[src/rtl/hamming_pkg.sv]
// Shared definitions for the SECDED encoder and its two-requester arbiter.
//   DATA_W    : data word width (11)
//   CODE_W    : codeword width (16, extended Hamming)
//   req_id_t  : requester index type (0 or 1)
//   state_t   : output-slot occupancy state
//   even_parity : XOR reduction used for every parity bit
package hamming_pkg;

  localparam int DATA_W = 11;
  localparam int CODE_W = 16;

  typedef logic req_id_t;

  typedef enum logic {
    ST_EMPTY = 1'b0,
    ST_FULL  = 1'b1
  } state_t;

  // Even parity over a 15-bit vector; the width covers the largest group.
  function automatic logic even_parity(input logic [14:0] bits);
    return ^bits;
  endfunction

endpackage

[src/rtl/hamming_encoder.sv]
// Combinational 11-to-16 SECDED (extended Hamming) encoder.
// Codeword positions are numbered 1..16 and map to code[0]..code[15]:
//   positions 1/2/4/8 carry Hamming parity, position 16 carries overall parity,
//   the remaining positions carry data bits in ascending order.
// Ports:
//   data : input  [DATA_W-1:0] data word
//   code : output [CODE_W-1:0] SECDED codeword
module hamming_encoder
  import hamming_pkg::*;
(
  input  logic [DATA_W-1:0] data,
  output logic [CODE_W-1:0] code
);

  logic p1;
  logic p2;
  logic p4;
  logic p8;

  // Each Hamming parity bit covers the data positions whose index has that bit set.
  always_comb begin
    p1 = even_parity({8'b0000_0000, data[0], data[1], data[3], data[4],
                      data[6], data[8], data[10]});
    p2 = even_parity({8'b0000_0000, data[0], data[2], data[3], data[5],
                      data[6], data[9], data[10]});
    p4 = even_parity({8'b0000_0000, data[1], data[2], data[3], data[7],
                      data[8], data[9], data[10]});
    p8 = even_parity({8'b0000_0000, data[4], data[5], data[6], data[7],
                      data[8], data[9], data[10]});
  end

  // Assemble the codeword; the overall parity bit covers positions 1..15.
  always_comb begin
    code          = {CODE_W{1'b0}};
    code[0]       = p1;
    code[1]       = p2;
    code[2]       = data[0];
    code[3]       = p4;
    code[6:4]     = data[3:1];
    code[7]       = p8;
    code[14:8]    = data[10:4];
    code[15]      = even_parity(code[14:0]);
  end

endmodule

[src/rtl/hamming_enc_arbiter.sv]
// Two requesters share one SECDED encoder through a single-entry output slot.
// Parameter:
//   FAIR_RR : 1 = round-robin on ties, 0 = requester 0 always wins ties
// Ports:
//   clk, rst_n            : clock, synchronous active-low reset
//   req0_valid/data/ready : requester 0 handshake and 11-bit data word
//   req1_valid/data/ready : requester 1 handshake and 11-bit data word
//   out_valid/out_ready   : downstream handshake for the output slot
//   out_code              : 16-bit SECDED codeword held in the slot
//   out_id                : requester that produced out_code
//   enc_count             : number of accepted words, modulo 256
module hamming_enc_arbiter
  import hamming_pkg::*;
#(
  parameter int FAIR_RR = 1
) (
  input  logic              clk,
  input  logic              rst_n,
  input  logic              req0_valid,
  input  logic [DATA_W-1:0] req0_data,
  output logic              req0_ready,
  input  logic              req1_valid,
  input  logic [DATA_W-1:0] req1_data,
  output logic              req1_ready,
  output logic              out_valid,
  input  logic              out_ready,
  output logic [CODE_W-1:0] out_code,
  output logic              out_id,
  output logic [7:0]        enc_count
);

  state_t              state_r;
  state_t              state_next_s;
  logic [CODE_W-1:0]   code_r;
  req_id_t             id_r;
  req_id_t             last_grant_r;
  logic [7:0]          count_r;

  req_id_t             grant_s;
  logic                slot_free_s;
  logic                accept_s;
  logic [DATA_W-1:0]   grant_data_s;
  logic [CODE_W-1:0]   enc_code_s;

  // Pick the requester to serve; data never influences the decision.
  always_comb begin
    grant_s = 1'b0;
    if (req0_valid && req1_valid) begin
      if (FAIR_RR != 0) begin
        grant_s = ~last_grant_r;
      end else begin
        grant_s = 1'b0;
      end
    end else if (req1_valid) begin
      grant_s = 1'b1;
    end else begin
      grant_s = 1'b0;
    end
  end

  // Handshake: the slot is free when empty or being drained this cycle.
  // Readies are forced low while reset is asserted so nothing is consumed.
  always_comb begin
    slot_free_s = (state_r == ST_EMPTY) || out_ready;
    accept_s    = rst_n && slot_free_s && (req0_valid || req1_valid);
    req0_ready  = accept_s && (grant_s == 1'b0);
    req1_ready  = accept_s && (grant_s == 1'b1);
  end

  // Granted-data mux feeding the single shared encoder.
  always_comb begin
    if (grant_s == 1'b1) begin
      grant_data_s = req1_data;
    end else begin
      grant_data_s = req0_data;
    end
  end

  hamming_encoder u_encoder (
    .data (grant_data_s),
    .code (enc_code_s)
  );

  // Slot occupancy next-state logic.
  always_comb begin
    state_next_s = state_r;
    case (state_r)
      ST_EMPTY: begin
        if (accept_s) begin
          state_next_s = ST_FULL;
        end else begin
          state_next_s = ST_EMPTY;
        end
      end
      ST_FULL: begin
        if (out_ready && !accept_s) begin
          state_next_s = ST_EMPTY;
        end else begin
          state_next_s = ST_FULL;
        end
      end
      default: begin
        state_next_s = ST_EMPTY;
      end
    endcase
  end

  // State register; reset discards any held codeword.
  always_ff @(posedge clk) begin
    if (!rst_n) begin
      state_r <= ST_EMPTY;
    end else begin
      state_r <= state_next_s;
    end
  end

  // Output slot, arbitration pointer and accept counter.
  // last_grant resets to 1 so requester 0 wins the first tie.
  always_ff @(posedge clk) begin
    if (!rst_n) begin
      code_r       <= {CODE_W{1'b0}};
      id_r         <= 1'b0;
      last_grant_r <= 1'b1;
      count_r      <= 8'd0;
    end else if (accept_s) begin
      code_r       <= enc_code_s;
      id_r         <= grant_s;
      last_grant_r <= grant_s;
      count_r      <= count_r + 8'd1;
    end else begin
      code_r       <= code_r;
      id_r         <= id_r;
      last_grant_r <= last_grant_r;
      count_r      <= count_r;
    end
  end

  assign out_valid = (state_r == ST_FULL);
  assign out_code  = code_r;
  assign out_id    = id_r;
  assign enc_count = count_r;

endmodule

[config.mk]
export PLATFORM = sky130hd
export DESIGN_NAME = hamming_enc_arbiter
export DESIGN_NICKNAME = d
export VERILOG_FILES = /design/src/rtl/hamming_pkg.sv /design/src/rtl/hamming_encoder.sv /design/src/rtl/hamming_enc_arbiter.sv
export SDC_FILE = /design/constraint.sdc
export NUM_CORES = 1
export LEC_CHECK = 0
export BUFFER_PORTS_ARGS = -buffer_cell sky130_fd_sc_hd__buf_2
export CORE_UTILIZATION = 53
export CTS_CLUSTER_DIAMETER = 50
export DETAILED_ROUTE_END_ITERATION = 7
export PLACE_DENSITY = 0.92
export SLEW_MARGIN = 15
export SYNTH_ARGS = -nofsm -noshare
export SYNTH_HDL_FRONTEND = slang
export SYNTH_SLANG_ARGS = --single-unit
[constraint.sdc]
create_clock -name clk -period 2.25 [get_ports clk]
set_input_delay 0.3375 -clock clk [delete_from_list [all_inputs] [get_ports clk]]
set_output_delay 0.3375 -clock clk [all_outputs]
set_load 0.01 [all_outputs]
### After elaboration in Yosys (flattened, before gate mapping)

Cells that the tools add are included.

| storage, ports and cells | value |
|---|---|
| register bits after elaboration | 27 |
| input port bits | 27 |
| output and inout bits | 28 |
| logic and storage cells | 29 |

| cells by class | value |
|---|---|
| add/sub/neg operators | 1 |
| mux-type cells | 6 |
| bitwise logic cells | 3 |
| reductions and logical operators | 14 |

Operator list:

| cell | number |
|---|---|
| 15-bit XOR reduction | 5 |
| 11-bit 2-to-1 mux | 1 |
| 8-bit by 1-bit adder with 8-bit output, second input constant | 1 |
| 1-bit logical AND | 6 |
| 1-bit 2-to-1 mux | 4 |
| 1-bit NOT | 3 |
| 1-bit logical OR | 2 |
| 1-bit one-hot mux with 2 select lines | 1 |
| 1-bit logical NOT | 1 |

### Logic depth before layout (Yosys ltp)

Gate-level depths: netlist of the first run.

| depth | value |
|---|---|
| word-level depth | 8 |
| gate-level depth with buffers | 6 |
| mapped depth without buffers | 5 |

### By module

A second synthesis of the first run with hierarchy kept.

| second synthesis, totals | value |
|---|---|
| cells, all modules | 170 |
| area total of the unflattened synthesis | 1579.0 sq um |

By module, submodules not included:

| module | instances | cells an instance | area an instance (sq um) | sequential area each (sq um) |
|---|---|---|---|---|
| hamming_enc_arbiter | 1 | 139 | 1255.0 | 540.5 |
| hamming_encoder | 1 | 31 | 324.1 | 0.0 |

### Least setup slack after synthesis of the first run

OpenSTA, ideal clock, no wires.

| path | value |
|---|---|
| path type | input -> register |
| start | in req1_valid |
| end | reg code_r[15], in the netlist out_code[15] |
| setup time | 0.069 ns |
| data arrival time | 1.548 ns |
| required time | 2.181 ns |
| slack | 0.634 ns |
| stages | 5 |
| path buffers | 1 |
| path through | a21boi_1 -> buf_12 -> mux2i_2 -> xor3_1 -> o21ai_1 |

| on the way | value |
|---|---|
| word-level cells in the longest chain between the ends | 5 |

RTL lines:

| item | RTL line | source |
|---|---|---|
| from (decl) | hamming_enc_arbiter.sv:22 | `input logic req1_valid,` |
| 1-bit 2-to-1 mux / 1-bit logical AND (equally long branches) | hamming_enc_arbiter.sv:54, hamming_enc_arbiter.sv:48 |  |
| 1-bit 2-to-1 mux | hamming_enc_arbiter.sv:48 | `if (req0_valid && req1_valid) begin` |
| 11-bit 2-to-1 mux | hamming_enc_arbiter.sv:72 | `if (grant_s == 1'b1) begin` |
| 15-bit XOR reduction (2 in series) | hamming_pkg.sv:21 | `return ^bits;` |
| to (signal assigned) | hamming_enc_arbiter.sv:121 | `code_r <= {CODE_W{1'b0}};` |
| to (signal assigned) | hamming_enc_arbiter.sv:126 | `code_r <= enc_code_s;` |
| to (signal assigned) | hamming_enc_arbiter.sv:131 | `code_r <= code_r;` |
| to (decl) | hamming_enc_arbiter.sv:34 | `logic [CODE_W-1:0] code_r;` |

Parallel ways exist; a longest one is shown, timed or not.
A chain may end at the register's enable or synchronous reset.

### Worst setup path in the final report of the first run

| path | value |
|---|---|
| start | reg last_grant_r |
| end | out req1_ready |

| on the way | value |
|---|---|
| word-level cells in the longest chain between the ends | 3 |

RTL lines:

| item | RTL line | source |
|---|---|---|
| from (decl) | hamming_enc_arbiter.sv:36 | `req_id_t last_grant_r;` |
| from (signal assigned) | hamming_enc_arbiter.sv:128 | `last_grant_r <= grant_s;` |
| from (signal assigned) | hamming_enc_arbiter.sv:133 | `last_grant_r <= last_grant_r;` |
| 1-bit NOT | hamming_enc_arbiter.sv:50 | `grant_s = ~last_grant_r;` |
| 1-bit 2-to-1 mux | hamming_enc_arbiter.sv:48 |  |
| 1-bit logical AND | hamming_enc_arbiter.sv:67 | `req1_ready = accept_s && (grant_s == 1'b1);` |
| to (decl) | hamming_enc_arbiter.sv:24 | `output logic req1_ready,` |

Every way passes these cells.

==> results.sh, run 1 <==
export IMPL_routedWlPerCell_um=12.9
export IMPL_relSlewSlack_pct=79.5
export IMPL_r2r_start="last_grant_r$_SDFFE_PN1P_"
export IMPL_synthXorXnorAreaFrac_pct=26.8
export IMPL_clk_latency_ns=0.31
export IMPL_antenna_cells=0
export IMPL_synth_cells=153
export IMPL_slowest_delay_ns=0.35
export IMPL_wirelength_um=3050
export IMPL_cts_tree="built"
export IMPL_path_cells="a21boi_2 -> buf_4 -> and2_1 -> buf_2"
export IMPL_die_y_um=56.0
export IMPL_numCtsBuffers=3
export IMPL_h_tree_depth=1
export IMPL_numPlacedInstances=233
export IMPL_synth_distinct_cells=30
export IMPL_yosys_warnings=0
export IMPL_hpwl_um=2530
export IMPL_yosys_register_bits=27
export IMPL_holdBufCountCts=0
export IMPL_clk_pin_slew_ns=0.13
export IMPL_ctsResizeCount=0
export IMPL_synthTopCellsByArea="dfxtp_1, xnor2_1, mux2i_1"
export IMPL_grt_pass1_wl_um=5170
export IMPL_grt_max_degree=33
export IMPL_fin_skew_ns=0.00466
export IMPL_ir_drop_mv=0.433
export IMPL_route_detailed_drc=0
export IMPL_tightest_slew_ns=0.299
export IMPL_globalRouteOverflowTotal=0
export IMPL_die_x_um=56.0
export IMPL_nNetsFinal=235
export IMPL_ant_nets=0
export IMPL_rows=19
export IMPL_crit_start="last_grant_r$_SDFFE_PN1P_"
export IMPL_period_share_pct=80.3
export IMPL_drtIter0Drc=24
export IMPL_grt_pass1_vias=1201
export IMPL_vias_per_cell=5.30
export IMPL_max_freq_ghz=0.553
export IMPL_dr_pass1_iters=4
export IMPL_vias=1255
export IMPL_cts_root_buf="clkbuf_4"
export IMPL_synth_top_family_by_area="XOR/XNOR gates"
export IMPL_synth_largest_area_cell="dfxtp_1"
export IMPL_die_area_um2=3130
export IMPL_antenna_found_initial=0
export IMPL_setup_viol_count_final=0
export IMPL_endpoint_kind="output pin"
export IMPL_start_kind="flop"
export IMPL_synthAdderAreaFrac_pct=0.811
export IMPL_critical_path_arrival_ns=1.47
export IMPL_seq_area_frac_synth_pct=35.0
export IMPL_critPathTopFamily="buffers and inverters"
export IMPL_synthMuxAreaShare_pct=11.4
export IMPL_min_delay_start="req0_valid"
export IMPL_status="finished clean"
export IMPL_initial_core_util_pct=55.9
export IMPL_min_period_ns=1.81
export IMPL_cts_setup_buffers=0
export IMPL_numPortBuffers=54
export IMPL_cp_slowest_cell="dfxtp_1"
export IMPL_p_leak_nw=0.893
export IMPL_gp_congestion=0.822
export IMPL_synth_simple_area_share_pct=15.3
export IMPL_clock_sinks=27
export IMPL_io_pins=55
export IMPL_slew_violations=0
export IMPL_fin_setup_tns_ns=0
export IMPL_syn_cell_area_um2=1540
export IMPL_hold_path_class="in -> reg"
export IMPL_max_cap_violations=0
export IMPL_cp_num_buf_inv=2
export IMPL_core_um2=2760
export IMPL_yosysTopAreaCellShare_pct=35.0
export IMPL_path_max_fanout=8
export IMPL_finalHoldViolations=0
export IMPL_drive_above_1_share_pct=33.5
export IMPL_cts_buffer_depth=2
export IMPL_cellPowerDensity_nw_per_um2=638
export IMPL_worstSetupPathType="reg -> out"
export IMPL_syn_num_nets=181
export IMPL_synth_compound_area_share_pct=7.30
export IMPL_rsz0062_at_grt="false"
export IMPL_syn2layout_area_growth_pct=20.6
export IMPL_synth_avg_cell_area_um2=10.1
export IMPL_grt_usage_pct=20.6
export IMPL_instances_no_fill=237
export IMPL_required_ns=1.91
export IMPL_nFillCells=234
==> worst register-to-register path: stages, from the launching register on <==
cell      delay (ns)
dfxtp_1         0.35
a21boi_2        0.24
buf_4           0.26
mux2i_4         0.30
xor3_1          0.33
o21ai_1         0.11
==> area by class of cell <==
type                    count  area, um^2  area share, %
clock buffers               4        26.3           1.41
multi-input cells         117         955           51.3
flip-flops and latches     27         541           29.1
well taps                  31        38.8           2.08
repair buffers             58         300           16.1
==> cells by family (layout without fill, tap and decap cells) <==
logic type,after synthesis,in the layout
muxes,16,16
xor gates and xnor gates,34,34
adders and majority gates,1,1
AOI/OAI and AO/OA,21,21
buffers and inverters,9,62
and+or+nand+nor,45,45
DFF,27,27
==> Yosys cell counts (all sizes together) <==
master  count
buf         2
mux2i      16
xnor3       6
and3        3
nand3      18
nor2b       1
nor2        2
nand2       8
xor3        1
dfxtp      27
or3         1
xor2        5
nand4       2
clkbuf      7
xnor2      22
a21oi       2
and2        7
and4        1
nand2b      1
a21boi      3
or2         1
o21ai      16
ha          1
==> where the power goes <==
group / leakage (nW) / switching [W] / internal [W] / total [W]
Clock: 0.0150 / 0.000131 / 0.0000693 / 0.000200
Sequential: 0.223 / 0.0000282 / 0.000533 / 0.000561
Combinational: 0.656 / 0.000200 / 0.000226 / 0.000426
Total: 0.893 / 0.000359 / 0.000828 / 0.00119
==> sequential cells by signal, indices dropped and copies added (netlist names) <==
signal,cells
enc_count,8
last_grant_r,1
out_code,16
out_id,1
out_valid,1
==> layer usage <==
metal  track usage, %  wire length [um]
met5                0                 0
met4             5.23                13
met3             1.63               100
met2             38.4              1540
met1             25.7              1390
==> layout by cell type (no fill, tap or decap), drive strengths merged <==
cell	count
xnor3	6
a21boi	3
or3	1
buf	58
nand4	2
xnor2	22
nor2	2
dfxtp	27
clkbuf	4
mux2i	16
nand3	18
and3	3
or2	1
ha	1
o21ai	16
and2	7
nand2	8
a21oi	2
xor2	5
nand2b	1
xor3	1
and4	1
nor2b	1
==> path summary, 6_finish.rpt <==
check / end / cells after the start / slack, ns
setup / recovery: req1_ready / 4 / 0.44
hold / removal: out_valid$_SDFF_PN0_ / 3 / 0.32
setup reg to reg: out_code[15]$_SDFFE_PN0P_ / 5 / 0.60
hold reg to reg: out_code[3]$_SDFFE_PN0P_ / 2 / 0.47
==> through the flow <==
step / hold WS, ns / total power [W] / util [%] / instance area (um^2) / worst slack, ns
3_3_place_gp: 0.444 / 0.000986 / 66.5 / 1830 / 0.445
2_1_floorplan: 0.438 / 0.000869 / - / 1540 / 0.634
4_1_cts: 0.308 / 0.00120 / 67.5 / 1860 / 0.432
3_5_place_dp: 0.448 / 0.00100 / 66.5 / 1830 / 0.376
6_report: 0.321 / 0.00119 / 67.5 / 1860 / 0.443
5_1_grt: 0.337 / 0.00126 / 67.5 / 1860 / 0.325
No activity file was read; power rests on OpenSTA's default activity.
==> run 2, diff against run 1 <==
- CORE_UTILIZATION: 53 -> 49
- PLACE_DENSITY: 0.92 -> 0.87
- clock period: 2.25 -> 1.8 ns (I/O delays scaled with it)
==> run 2 against run 1 <==
Effect of this change: combinational power is 31% higher; total power is 27% higher; sequential cell count stayed put; final cell count is 6.3% higher; non-clock buffer count up 4; die area rose by 7.9%; routed wire length increased by 2.1%; clock power grew 24%; worst hold slack worse by 0.082 ns; register-to-register slack worse by 0.38 ns; clock skew decreased by 0.0011 ns.
==> results.sh, run 2 (synthesized netlist as in run 1, its figures left out) <==
export IMPL_status="finished clean"
export IMPL_post_route_util_pct=67.1
export IMPL_grt_pass1_wl_um=5170
export IMPL_die_area_um2=3380
export IMPL_p_leak_nw=0.922
export IMPL_p_sw_w=0.000450
export IMPL_h_tree_depth=1
export IMPL_max_cap_violations=0
export IMPL_core_um2=2880
export IMPL_finalHoldViolations=0
export IMPL_power_frac_comb_pct=37.0
export IMPL_relSlewSlack_pct=78.7
export IMPL_drtIter0Drc=29
export IMPL_p_sw_share_pct=29.8
export IMPL_nFillCells=253
export IMPL_setup_viol_count_final=0
export IMPL_tightest_slew_ns=0.311
export IMPL_fin_setup_tns_ns=0
export IMPL_nNetsFinal=239
export IMPL_antenna_cells=0
export IMPL_antenna_found_initial=0
export IMPL_gp_congestion=0.804
export IMPL_die_x_um=58.1
export IMPL_grt_pass1_vias=1249
export IMPL_min_delay_start="req1_valid"
export IMPL_fin_skew_ns=0.00355
export IMPL_holdBufCountCts=0
export IMPL_vias_per_cell=4.98
export IMPL_reg2reg_to="out_code[15]$_SDFFE_PN0P_"
export IMPL_period_share_pct=94.5
export IMPL_final_cell_mix="buf_2, dfxtp_1, xnor2_1, nand3_1"
export IMPL_clk_latency_ns=0.31
export IMPL_cts_buffer_depth=2
export IMPL_drive_above_1_share_pct=34.8
export IMPL_critical_path_arrival_ns=1.43
export IMPL_start_kind="flop"
export IMPL_required_ns=1.53
export IMPL_die_y_um=58.1
export IMPL_grt_max_degree=35
export IMPL_clk_pin_slew_ns=0.13
export IMPL_vias=1254
export IMPL_hold_depth=3
export IMPL_initial_core_util_pct=53.6
export IMPL_syn2layout_area_growth_pct=25.1
export IMPL_ant_nets=0
export IMPL_rr_worst_depth=5
export IMPL_path_max_fanout=8
export IMPL_final_common_cell="buf_2"
export IMPL_route_detailed_drc=0
export IMPL_numCtsBuffers=3
export IMPL_hold_path_class="in -> reg"
export IMPL_numPortBuffers=54
export IMPL_cts_setup_buffers=0
export IMPL_dr_pass1_iters=4
export IMPL_cts_tree="built"
export IMPL_endpoint_kind="output pin"
export IMPL_rsz0062_at_grt="false"
export IMPL_slew_violations=0
export IMPL_globalRouteOverflowTotal=0
export IMPL_r2r_start="last_grant_r$_SDFFE_PN1P_"
export IMPL_wirelength_um=3110
export IMPL_rows=19
export IMPL_ir_drop_mv=0.731
export IMPL_p_clk_share_pct=16.5
export IMPL_max_freq_ghz=0.588
export IMPL_largest_reg_flops=16
export IMPL_holdPathEnd="out_valid$_SDFF_PN0_"
export IMPL_ctsResizeCount=0
export IMPL_worstSetupPathType="reg -> out"
export IMPL_cellPowerDensity_nw_per_um2=782
export IMPL_cts_root_buf="clkbuf_4"
export IMPL_io_pins=55
export IMPL_internal_power_w=0.00106
export IMPL_clock_sinks=27
export IMPL_hpwl_um=2520
export IMPL_min_period_ns=1.70
export IMPL_routedWlPerCell_um=12.3
export IMPL_grt_usage_pct=19.8
export IMPL_ff2ff_setup_slack_ns=0.22
export IMPL_p_seq_share_pct=46.5
[run 2: area by class of cell]
cell class / count / area (um^2) / share of cell area (%)
Sequential cell: 27 / 541 / 28.0
Timing Repair Buffer: 62 / 355 / 18.4
Tap cell: 42 / 52.6 / 2.72
Clock buffer: 4 / 26.3 / 1.36
Multi-Input combinational cell: 117 / 955 / 49.5
[run 2: per-stage QoR]
step	std cells	cell area, um^2	setup WS (ns)	total power, W	hold WS, ns
floorplan	153	1540	0.251	0.00109	0.438
global placement	248	1900	0.0944	0.00126	0.444
detailed placement	248	1900	0.00684	0.00128	0.453
CTS	252	1930	0.0970	0.00152	0.243
global route	252	1930	0.00417	0.00160	0.262
finish	252	1930	0.0997	0.00151	0.239
[run 2: how the worst max path moves through the flow]
stage,startpoint,to,slack (ns),cells after the start
after floorplan,req1_valid,out_code[15]$_SDFFE_PN0P_,0.25,5
after global placement,req1_data[6],out_code[15]$_SDFFE_PN0P_,0.09,6
after detailed placement,req1_data[6],out_code[15]$_SDFFE_PN0P_,0.007,6
after CTS,out_valid$_SDFF_PN0_,req1_ready,0.1,4
after global routing,out_valid$_SDFF_PN0_,req1_ready,0.004,4
final,out_valid$_SDFF_PN0_,req1_ready,0.1,4
[run 2: power by group through the flow]
stage          logic (W)  clock network (W)  registers (W)
2_1_floorplan   0.000341                  0       0.000746
3_3_place_gp    0.000550                  0       0.000713
3_5_place_dp    0.000564                  0       0.000715
4_1_cts         0.000566           0.000256       0.000701
5_1_grt         0.000604           0.000290       0.000708
6_report        0.000558           0.000249       0.000701
[run 2: worst max-delay path, stage by stage, from the launching register on]
cell	delay [ns]
dfxtp_1	0.33
nand2b_1	0.10
and3_1	0.33
and2_1	0.22
buf_2	0.14
[run 2: routing by layer]
layer / vias up / share of wire [%] / wire, um / GRT usage, %
li1: 643 / - / - / -
met1: 565 / 41 / 1290 / 21.9
met2: 42 / 52 / 1620 / 38.1
met3: 4 / 5.3 / 166 / 5.58
met5: - / 0 / 0 / 0
met4: 0 / 1.1 / 34 / 3.06
==> run 3, diff against run 2 <==
- PLACE_DENSITY: 0.87 -> 0.89
- SLEW_MARGIN: 15 -> 20
==> run 3 against run 2 <==
Effect of this change: critical path depth unchanged; critical path type unchanged; critical endpoint unchanged; via count grew 2.1%; first-iteration DRC count decreased by 14%; count of clock-buffer cells in the layout down 1.
==> results.sh, run 3 (synthesized netlist as in run 1, its figures left out) <==
export IMPL_status="finished clean"
export IMPL_holdBufCountCts=0
export IMPL_slowest_delay_ns=0.33
export IMPL_rsz0062_at_grt="false"
export IMPL_antenna_found_initial=0
export IMPL_p_clk_share_pct=17.6
export IMPL_antenna_cells=0
export IMPL_cellPowerDensity_nw_per_um2=794
export IMPL_cp_slowest_cell="dfxtp_1"
export IMPL_worstSetupPathType="reg -> out"
export IMPL_setup_viol_count_final=0
export IMPL_ctsResizeCount=0
export IMPL_p_seq_share_pct=45.9
export IMPL_power_w=0.00153
export IMPL_multiInputGateArea_um2=963
export IMPL_tightest_slew_ns=0.293
export IMPL_fin_setup_tns_ns=0
export IMPL_instances_no_fill=252
export IMPL_die_area_um2=3380
export IMPL_p_leak_nw=0.926
export IMPL_initial_core_util_pct=53.6
export IMPL_path_cells="nand2b_1 -> and3_2 -> and2_1 -> buf_2"
export IMPL_rr_worst_depth=5
export IMPL_relSlewSlack_pct=79.9
export IMPL_critical_path_arrival_ns=1.37
export IMPL_final_cell_mix="buf_2, dfxtp_1, xnor2_1, nand3_1"
export IMPL_nNetsFinal=239
export IMPL_p_sw_share_pct=31.2
export IMPL_required_ns=1.53
export IMPL_nFillCells=264
export IMPL_globalRouteOverflowTotal=0
export IMPL_syn2layout_area_growth_pct=24.9
export IMPL_drive_above_1_share_pct=35.7
export IMPL_clock_sinks=27
export IMPL_die_y_um=58.1
export IMPL_largest_reg_flops=16
export IMPL_power_frac_comb_pct=36.5
export IMPL_rows=19
export IMPL_hpwl_um=2620
export IMPL_wirelength_um=3320
export IMPL_drtIter0Drc=25
export IMPL_numPortBuffers=54
export IMPL_hold_path_class="in -> reg"
export IMPL_vias=1280
export IMPL_cts_root_buf="clkbuf_4"
export IMPL_whs_ns=0.241
export IMPL_endpoint_kind="output pin"
export IMPL_cts_tree="built"
export IMPL_min_period_ns=1.64
export IMPL_die_x_um=58.1
export IMPL_post_place_ws_ns=0.0442
export IMPL_max_cap_violations=0
export IMPL_ant_nets=0
export IMPL_grt_max_degree=35
export IMPL_clk_latency_ns=0.33
export IMPL_seq_area_um2=541
export IMPL_start_kind="flop"
export IMPL_grt_pass1_vias=1237
export IMPL_finalHoldViolations=0
export IMPL_numPlacedInstances=248
export IMPL_fin_skew_ns=0.00582
export IMPL_route_detailed_drc=0
export IMPL_internal_power_w=0.00105
export IMPL_dr_pass1_iters=4
export IMPL_setup_slack_ns=0.161
export IMPL_io_pins=55
export IMPL_hold_depth=3
export IMPL_ir_drop_mv=0.647
export IMPL_clk_pin_slew_ns=0.15
export IMPL_routedWlPerCell_um=13.2
export IMPL_grt_usage_pct=21.7
export IMPL_max_freq_ghz=0.610
export IMPL_cts_buffer_depth=2
export IMPL_grt_pass1_wl_um=5530
export IMPL_slew_violations=0
export IMPL_core_um2=2880
export IMPL_period_share_pct=91.1
export IMPL_vias_per_cell=5.08
export IMPL_p_sw_w=0.000477
export IMPL_path_max_fanout=8
export IMPL_cts_setup_buffers=0
export IMPL_numCtsBuffers=3
export IMPL_gp_congestion=0.813
export IMPL_h_tree_depth=1
export IMPL_final_common_cell="buf_2"
[run 3: power groups by stage]
stage,sequential (W),combinational [W],clock (W)
after floorplan,0.000746,0.000341,0
after CTS,0.000702,0.000562,0.000270
after global routing,0.000710,0.000610,0.000296
after detailed placement,0.000716,0.000560,0
final,0.000702,0.000558,0.000269
after global placement,0.000713,0.000547,0
[run 3: worst max-delay path: cells and delay by family, from the launching register on]
kind,cells,cell delay (ns)
and+or+nand+nor,3,0.57
DFF,1,0.33
buffers and inverters,1,0.14
[run 3: path summary, 6_finish.rpt]
| path | from | to | slack, ns |
|---|---|---|---|
| worst max-delay path | out_valid$_SDFF_PN0_ | req1_ready | 0.16 |
| worst min-delay path | req0_data[6] | out_code[10]$_SDFFE_PN0P_ | 0.24 |
| worst min register to register | out_code[3]$_SDFFE_PN0P_ | out_code[3]$_SDFFE_PN0P_ | 0.46 |
| worst max register to register | last_grant_r$_SDFFE_PN1P_ | out_code[15]$_SDFFE_PN0P_ | 0.21 |
[run 3: final cells by class]
class | count | share of cell area (%)
clock buffer | 3 | 1.17
clock inverter | 1 | 0.260
multi-input combinational | 117 | 50.0
sequential | 27 | 28.1
tap | 42 | 2.73
timing repair buffer | 62 | 17.8
[run 3: per-stage QoR]
stage	util [%]	instance area (um^2)
after CTS	66.7	1920
final	67.0	1930
after global placement	65.7	1890
after global routing	67.0	1930
after floorplan	-	1540
after detailed placement	65.7	1890
[run 3: per-layer routing]
layer  wire length (um)  vias to the layer above  part of all wire, %  global-route usage (%)
li1                   -                      645                    -                       -
met5                  0                        -                    0                       0
met3                133                        2                  4.0                    4.91
met2               1740                       37                   52                    40.7
met1               1420                      596                   43                    24.8
met4                 18                        0                 0.54                    4.76
